File: src/rtl/traffic_sched.sv
// Two-street traffic light scheduler with actuated greens, pedestrian latches and walk signals.
// All state advances on prescaled timing ticks; every output is registered.
module traffic_sched #(
    parameter int TICK_DIV = 4,
    parameter int GMIN     = 3,
    parameter int GMAX     = 6,
    parameter int YLEN     = 2,
    parameter int RLEN     = 1
) (
    input  logic       CLK,
    input  logic       RSTN,
    input  logic       SA,
    input  logic       SB,
    input  logic       PA,
    input  logic       PB,
    output logic       GA,
    output logic       YA,
    output logic       RA,
    output logic       GB,
    output logic       YB,
    output logic       RB,
    output logic       WALKA,
    output logic       WALKB,
    output logic [2:0] PHASE
);
    typedef enum logic [2:0] {
        S_GA  = 3'd0,
        S_YA  = 3'd1,
        S_RAB = 3'd2,
        S_GB  = 3'd3,
        S_YB  = 3'd4,
        S_RBA = 3'd5
    } phase_e;

    localparam int            PW      = $clog2(TICK_DIV);
    localparam logic [PW-1:0] PS_LAST = PW'(TICK_DIV - 1);
    localparam logic [8:0]    GMIN_E  = 9'(GMIN);
    localparam logic [8:0]    GMAX_E  = 9'(GMAX);
    localparam logic [8:0]    YLEN_E  = 9'(YLEN);
    localparam logic [8:0]    RLEN_E  = 9'(RLEN);

    phase_e        state_q, state_d;
    logic [PW-1:0] ps_q, ps_d;
    logic [7:0]    cnt_q, cnt_d;
    logic          pla_q, pla_d, plb_q, plb_d;
    logic          walka_q, walka_d, walkb_q, walkb_d;
    logic [5:0]    lamp_q, lamp_d;   // {GA,YA,RA,GB,YB,RB}
    logic          tick, dem_a, dem_b, enter_ga, enter_gb;
    logic [8:0]    elapsed;

    always_comb begin
        tick    = (ps_q == PS_LAST);
        ps_d    = tick ? '0 : ps_q + 1'b1;
        dem_a   = SA | plb_q;
        dem_b   = SB | pla_q;
        elapsed = {1'b0, cnt_q} + 9'd1;

        state_d = state_q;
        case (state_q)
            S_GA:  if (tick && elapsed >= GMIN_E && dem_b && (!dem_a || elapsed >= GMAX_E)) state_d = S_YA;
            S_YA:  if (tick && elapsed == YLEN_E) state_d = S_RAB;
            S_RAB: if (tick && elapsed == RLEN_E) state_d = S_GB;
            S_GB:  if (tick && elapsed >= GMIN_E && dem_a && (!dem_b || elapsed >= GMAX_E)) state_d = S_YB;
            S_YB:  if (tick && elapsed == YLEN_E) state_d = S_RBA;
            S_RBA: if (tick && elapsed == RLEN_E) state_d = S_GA;
            default: state_d = S_GA;
        endcase

        enter_ga = (state_d == S_GA) && (state_q != S_GA);
        enter_gb = (state_d == S_GB) && (state_q != S_GB);

        if (state_d != state_q)        cnt_d = '0;
        else if (tick && cnt_q != 8'hFF) cnt_d = cnt_q + 8'd1;
        else                           cnt_d = cnt_q;

        // A press coinciding with the clearing edge keeps the latch set.
        pla_d   = PA | (pla_q & ~enter_gb);
        plb_d   = PB | (plb_q & ~enter_ga);
        walka_d = enter_gb ? pla_q : ((state_d == S_GB) ? walka_q : 1'b0);
        walkb_d = enter_ga ? plb_q : ((state_d == S_GA) ? walkb_q : 1'b0);

        case (state_d)
            S_YA:         lamp_d = 6'b010001;
            S_RAB, S_RBA: lamp_d = 6'b001001;
            S_GB:         lamp_d = 6'b001100;
            S_YB:         lamp_d = 6'b001010;
            default:      lamp_d = 6'b100001;
        endcase
    end

    always_ff @(posedge CLK or negedge RSTN) begin
        if (!RSTN) begin
            state_q <= S_GA;
            ps_q    <= '0;
            cnt_q   <= '0;
            pla_q   <= 1'b0;
            plb_q   <= 1'b0;
            walka_q <= 1'b0;
            walkb_q <= 1'b0;
            lamp_q  <= 6'b100001;
        end else begin
            state_q <= state_d;
            ps_q    <= ps_d;
            cnt_q   <= cnt_d;
            pla_q   <= pla_d;
            plb_q   <= plb_d;
            walka_q <= walka_d;
            walkb_q <= walkb_d;
            lamp_q  <= lamp_d;
        end
    end

    assign {GA, YA, RA, GB, YB, RB} = lamp_q;
    assign WALKA = walka_q;
    assign WALKB = walkb_q;
    assign PHASE = state_q;
endmodule

File: config.mk
export PLATFORM = sky130hd
export DESIGN_NAME = traffic_sched
export DESIGN_NICKNAME = d
export VERILOG_FILES = /design/src/rtl/traffic_sched.sv
export SDC_FILE = /design/constraint.sdc
export NUM_CORES = 1
export LEC_CHECK = 0
export ABC_AREA = 1
export BUFFER_PORTS_ARGS = -buffer_cell sky130_fd_sc_hd__buf_2
export CAP_MARGIN = 20
export CORE_ASPECT_RATIO = 1.1
export CORE_MARGIN = 1.5
export CORE_UTILIZATION = 48
export DETAILED_ROUTE_END_ITERATION = 8
export PLACE_DENSITY = 0.73
export SYNTH_ARGS = -nofsm -noshare
export SYNTH_HDL_FRONTEND = slang
export SYNTH_SLANG_ARGS = --single-unit
export TNS_END_PERCENT = 50
File: constraint.sdc
create_clock -name CLK -period 2.4 [get_ports CLK]
set_clock_uncertainty 0.2 [all_clocks]
set_input_delay 0.36 -clock CLK [delete_from_list [all_inputs] [get_ports CLK]]
set_output_delay 0.36 -clock CLK [all_outputs]
set_load 0.1 [all_outputs]
==> results of run 1 <==
cell usage in the layout, fill, tap and decap left out, drive strengths merged:
cell and count:
nor3 5, o22ai 1, or2 1, inv 24
clkinv 2, nor4 1, a21oi 4, nor2 38
o21bai 1, mux2i 1, o211ai 1, o21ai 10
buf 33, dlygate4sd3 1, o31ai 1, nand4 5
nand3 23, nand2 44, a21o 2, xor2 1
dfrtp 21, ha 5, dfstp 2, clkbuf 3
per-layer routing:
| layer | track usage | wire length (um) | vias up |
|---|---|---|---|
| met5 | 0 | 0 | - |
| met1 | 0.264 | 1480 | 647 |
| met4 | 0.0816 | 58 | 0 |
| met2 | 0.317 | 1720 | 48 |
| met3 | 0.0207 | 186 | 7 |
| li1 | - | - | 699 |
state kept, by name (all words and copies together) (netlist names):
register / cells
cnt_q: 8
lamp_q: 6
PHASE: 3
ps_q: 2
WALKA: 1
WALKB: 1
pla_q: 1
plb_q: 1
layout make-up:
| class | count | area (um2) | area share |
|---|---|---|---|
| multi-input combinational | 144 | 931 | 0.489 |
| sequential | 23 | 581 | 0.305 |
| clock buffer | 3 | 22.5 | 0.0118 |
| inverter | 25 | 93.8 | 0.0493 |
| timing repair buffer | 34 | 229 | 0.120 |
| tap | 34 | 42.5 | 0.0223 |
| clock inverter | 1 | 5.00 | 0.00263 |
through the flow:
stage	area [um2]	hold slack [ns]	std cells	utilization	power (W)
2_1_floorplan	1510	-0.136	193	-	0.00121
3_3_place_gp	1700	0.155	252	0.561	0.00137
3_5_place_dp	1700	0.160	252	0.561	0.00138
4_1_cts	1840	0.00951	261	0.610	0.00160
5_1_grt	1900	0.0105	264	0.630	0.00172
6_report	1900	0.0105	264	0.630	0.00164
logic make-up after synthesis:
| family | after synthesis |
|---|---|
| flip-flops | 23 |
| XOR/XNOR | 1 |
| multiplexers | 1 |
| AO/OA/AOI/OAI | 20 |
| adder cells (fa/ha/maj) | 5 |
| AND/OR/NAND/NOR | 117 |
| buffers and inverters | 26 |
where the power goes:
part	switching (W)	internal (W)	leakage (nW)
Clock	0.000123	0.0000625	0.0177
Sequential	0.0000476	0.000457	0.290
Combinational	0.000719	0.000231	0.622
Total	0.000890	0.000750	0.930
worst min path at each step:
stage | from | endpoint | slack, ns | cells after the start
global placement | RSTN | lamp_q[1] | 0.16 | 1
floorplan | RSTN | PHASE[0] | -0.14 | 0
detailed placement | RSTN | lamp_q[1] | 0.16 | 1
global route | PA | pla_q | 0.01 | 2
finish | PB | plb_q | 0.01 | 2
CTS | PB | plb_q | 0.01 | 2
timing repair:
action | 4_1_cts | 5_1_grt
hold endpoints to repair | 21 | 0
buffers inserted | 4 | 3
setup endpoints to repair | 11 | 17
cloned | 0 | 0
hold buffers | 1 | 0
pin swaps | 21 | 10
gates resized for setup | 23 | 12
==> results.py, run 1 <==
metrics = {
    "setup_path": {
        "crit_end": "cnt_q[5]",
        "crit_chain": "buf_6 > inv_2 > nor2_4 > nand3_1 > nand2_2 > nand2_4 > nor2_4 > nand3_2 > nand2_2 > nand2_1 > inv_2 > nand2_2 > nor2_4 > nand2_2 > nand2_2 > nand3_4 > nor2_2",
        "crit_path_frequent_cell": "nand2_2",
        "max_stage_delay_ns": 0.43,
        "rr_worst_depth": 17,
        "crit_start": "cnt_q[0]",
        "regToRegSetupSlack_ns": -0.07,
        "crit_fanout": 8,
        "critical_path.endpoint_type": "register",
        "critPathRequiredTime_ns": 2.46,
        "path_delay_family": "simple AND/OR/NAND/NOR gates",
        "cp.depth": 17,
        "critPathBufInv": 3,
        "regToRegStartpoint": "cnt_q[0]",
        "startpoint_type": "register",
        "r2r-end": "cnt_q[5]",
        "crit_arrival_ns": 2.53,
        "crit_slowest_cell": "dfrtp_1",
        "path_class": "reg -> reg",
    },
    "final_layout": {
        "diodes": 0,
        "nets": 242,
        "fill_cells": 265,
        "layout-drive-gt1-share": 0.422,
        "syn2layout_area_growth_pct": 26.3,
    },
    "grt": {
        "grt_use_total": 0.193,
        "grt_max_degree": 24,
        "grt_overflow": 0,
        "grt_pass1_wl_um": 5260,
        "grt_pass1_vias": 1202,
        "antenna_found_initial": 0,
    },
    "yosys": {
        "synth_top_area_cell": "dfrtp_1",
        "synth-main-ff-cell": "dfrtp_1",
        "synth_most_common_cell": "nand2_1",
        "synthTopCellsByCount": "34 x nand2_1, 24 x inv_1, 22 x nor2_1",
        "synth_compound_area_frac": 0.0863,
        "synth_top_cell_area_share": 0.349,
        "synth_edf_count": 0,
        "synth_area_mm2": 0.00151,
        "yosys.area_share.adder": 0.0415,
        "synthMuxAreaShare": 0.00664,
        "synthXorXnorAreaFrac": 0.00581,
        "ys_types": 29,
        "synth_top_family_by_area": "simple AND/OR/NAND/NOR gates",
        "syn_avg_cell_area_um2": 7.81,
        "ys_ff_latch": 23,
        "yosys_warnings": 0,
        "synthTopCellsByArea": "dfrtp_1 35%, nand2_1 8.5%, nand3_1 6.0%, inv_1 6.0%, nor2_1 5.5%",
        "synth-seq-area-share": 0.383,
        "syn_nets": 204,
        "synthCells": 193,
        "synthSimpleGateAreaFrac": 0.407,
        "synthArstFlopShare": 1.00,
    },
    "clock_network": {
        "cts_buffer_depth": 2,
        "htree_levels": 1,
        "clock_latency_ns": 0.32,
        "clk_pin_slew_worst_paths_ns": 0.13,
        "cts_tree": "yes",
        "numCtsBuffers": 3,
        "cts_root_buffer": "clkbuf_4",
        "clkSinkCount": 23,
    },
    "floorplanning": {
        "io_pins": 17,
        "dieArea_mm2": 0.00349,
        "fp.dieH_um": 61.8,
        "die_x_um": 56.4,
        "placeableCoreArea_mm2": 0.00302,
        "start_util": 0.499,
        "row_count": 21,
    },
    "run": {
        "maxCapViolations": 0,
    },
    "route": {
        "drtAntennaViolNets": 0,
        "routed_wl_um": 3450,
        "wl_per_cell_um": 13.1,
        "drc": 0,
        "dr.pass1.iters": 4,
        "vias_per_cell": 5.31,
        "drt_iter0_markers": 101,
        "vias": 1401,
    },
    "timing": {
        "slew_viol_final": 0,
        "final.setup.tns_ns": -0.496,
        "relSlewSlack": 0.656,
        "rsz0062_at_grt": "true",
        "finalCritPeriodShare": 1.03,
        "finalSetupViolations": 9,
        "fmax_mhz": 405,
        "fin_crit_ns": 2.47,
        "worst_pin_slew_ns": 0.516,
        "setup_ws_ns": -0.0714,
        "hold_violations": 0,
    },
    "placed_design": {
        "hpwlAfterDp_um": 2340,
        "gp_congestion": 0.849,
        "numPortBuffers": 16,
        "post-place-ws_ns": -0.0690,
    },
    "outcome": {
        "outcome": "finished with violations",
        "violations": "setup timing",
    },
    "power": {
        "total_leakage_power_nw": 0.930,
        "ir_worst_vdd_mv": 0.668,
        "powerDensity_mw_per_mm2": 861,
    },
    "min_path": {
        "hp-class": "in -> reg",
    },
}
Note: power is estimated with default switching activity, not from simulation.
==> run 2, diff against run 1 <==
- CAP_MARGIN: 20 -> 10
- RECOVER_POWER: not set -> 100
==> results.py, run 2 (same netlist as run 1, synthesis figures left out) <==
metrics = {
    "outcome": {
        "outcome": "finished with violations",
        "violations": "setup timing",
    },
    "grt": {
        "grt_overflow": 0,
        "grt_use_total": 0.193,
        "antenna_found_initial": 0,
        "grt_pass1_vias": 1202,
        "grt_pass1_wl_um": 5260,
        "grt_max_degree": 24,
    },
    "setup_path": {
        "crit_path_frequent_cell": "nand2_2",
        "regToRegSetupSlack_ns": -0.07,
        "critPathRequiredTime_ns": 2.46,
        "critical_path.endpoint_type": "register",
        "crit_arrival_ns": 2.53,
        "crit_fanout": 8,
        "crit_chain": "buf_6 > inv_2 > nor2_4 > nand3_1 > nand2_2 > nand2_4 > nor2_4 > nand3_2 > nand2_2 > nand2_1 > inv_2 > nand2_2 > nor2_4 > nand2_2 > nand2_2 > nand3_4 > nor2_2",
        "max_stage_delay_ns": 0.43,
        "regToRegStartpoint": "cnt_q[0]",
        "path_class": "reg -> reg",
        "r2r-end": "cnt_q[5]",
        "rr_worst_depth": 17,
        "crit_slowest_cell": "dfrtp_1",
        "startpoint_type": "register",
    },
    "min_path": {
        "hp-class": "in -> reg",
        "holdPathStages": 2,
        "min_from": "PB",
        "min_to": "plb_q",
    },
    "clock_network": {
        "cts_tree": "yes",
        "clk_pin_slew_worst_paths_ns": 0.13,
        "numCtsBuffers": 3,
        "htree_levels": 1,
        "cts_buffer_depth": 2,
        "clock_latency_ns": 0.32,
        "clkSinkCount": 23,
        "cts_root_buffer": "clkbuf_4",
    },
    "floorplanning": {
        "dieArea_mm2": 0.00349,
        "placeableCoreArea_mm2": 0.00302,
        "die_x_um": 56.4,
        "start_util": 0.499,
        "row_count": 21,
        "fp.dieH_um": 61.8,
        "io_pins": 17,
    },
    "route": {
        "drt_iter0_markers": 98,
        "vias_per_cell": 5.29,
        "routed_wl_um": 3460,
        "drtAntennaViolNets": 0,
        "drc": 0,
        "dr.pass1.iters": 4,
        "vias": 1397,
        "wl_per_cell_um": 13.1,
    },
    "run": {
        "maxCapViolations": 0,
    },
    "timing": {
        "finalCritPeriodShare": 1.03,
        "setup_ws_ns": -0.0726,
        "hold_violations": 0,
        "holdWs_ns": 0.0108,
        "rsz0062_at_grt": "true",
        "relSlewSlack": 0.172,
        "fmax_mhz": 404,
        "fin_crit_ns": 2.47,
        "finalSetupViolations": 9,
        "slew_viol_final": 0,
        "worst_pin_slew_ns": 1.24,
    },
    "power": {
        "powerDensity_mw_per_mm2": 862,
        "ir_worst_vdd_mv": 0.659,
        "finalPower_w": 0.00163,
        "total_leakage_power_nw": 0.907,
    },
    "final_layout": {
        "diodes": 0,
        "final_cell_area_mm2": 0.00190,
        "layout-drive-gt1-share": 0.396,
        "final_util": 0.628,
        "layout_common_cells": "26 x nand2_1, 21 x inv_1, 19 x dfrtp_1",
        "layout_commonest_cell": "nand2_1",
        "regMostFlops": "cnt_q",
        "largest_reg_flops": 8,
        "nets": 242,
        "syn2layout_area_growth_pct": 25.8,
    },
    "placed_design": {
        "numPortBuffers": 16,
        "gp_congestion": 0.849,
        "hpwlAfterDp_um": 2340,
        "dpl-instance-area_mm2": 0.00170,
    },
}
[run 2: cell types whose count changed in the layout (fill, tap and decap cells not counted), sizes merged]
| cell | change |
|---|---|
| clkbuf | +10 |
| buf | -10 |
[run 2: repair_timing]
action / in CTS / in global routing
resized for setup: 23 / 12
hold endpoints to repair: 21 / 0
endpoints found under the setup margin: 11 / 17
hold buffers: 1 / 0
setup buffers: 4 / 3
pin swaps: 21 / 10
[run 2: how the worst max path moves through the flow]
stage	cells after the start	slack (ns)	from	endpoint
5_1_grt	17	-0.24	cnt_q[0]	cnt_q[5]
6_report	17	-0.07	cnt_q[0]	cnt_q[5]
3_3_place_gp	12	-0.02	cnt_q[0]	cnt_q[4]
2_1_floorplan	10	0.008	PHASE[0]	cnt_q[0]
4_1_cts	15	-0.04	cnt_q[1]	cnt_q[5]
3_5_place_dp	15	-0.07	cnt_q[0]	cnt_q[5]
[run 2: metrics by stage]
step	cells	setup TNS, ns	worst slack [ns]
2_1_floorplan	193	0	0.00817
3_3_place_gp	252	-0.134	-0.0191
3_5_place_dp	252	-0.526	-0.0690
4_1_cts	261	-0.143	-0.0417
5_1_grt	264	-2.82	-0.243
6_report	264	-0.501	-0.0726
[run 2: power breakdown]
part	internal [W]	switching (W)	leakage, nW
Sequential	0.000457	0.0000494	0.290
Clock	0.0000625	0.000123	0.0177
Combinational	0.000224	0.000719	0.600
[run 2: area by class of cell]
cell class                 instances  area, um2
timing repair buffer              34        221
multi-input combinational        144        931
sequential                        23        581
inverter                          25       93.8
clock inverter                     1       5.00
tap                               34       42.5
fill                             268       1120
clock buffer                       3       22.5
[run 2: routing by layer]
| metal | global-route usage | part of all wire | vias up |
|---|---|---|---|
| li1 | - | - | 700 |
| met1 | 0.264 | 0.43 | 639 |
| met2 | 0.317 | 0.50 | 51 |
| met3 | 0.0207 | 0.054 | 7 |
| met4 | 0.0816 | 0.017 | 0 |
| met5 | 0 | 0 | - |
[run 2: worst max-delay path: cells and delay by family (launching register included)]
| kind | cells | cell delay (ns) |
|---|---|---|
| AND/OR/NAND/NOR | 14 | 1.54 |
| flip-flops | 1 | 0.43 |
| buffers and inverters | 3 | 0.24 |
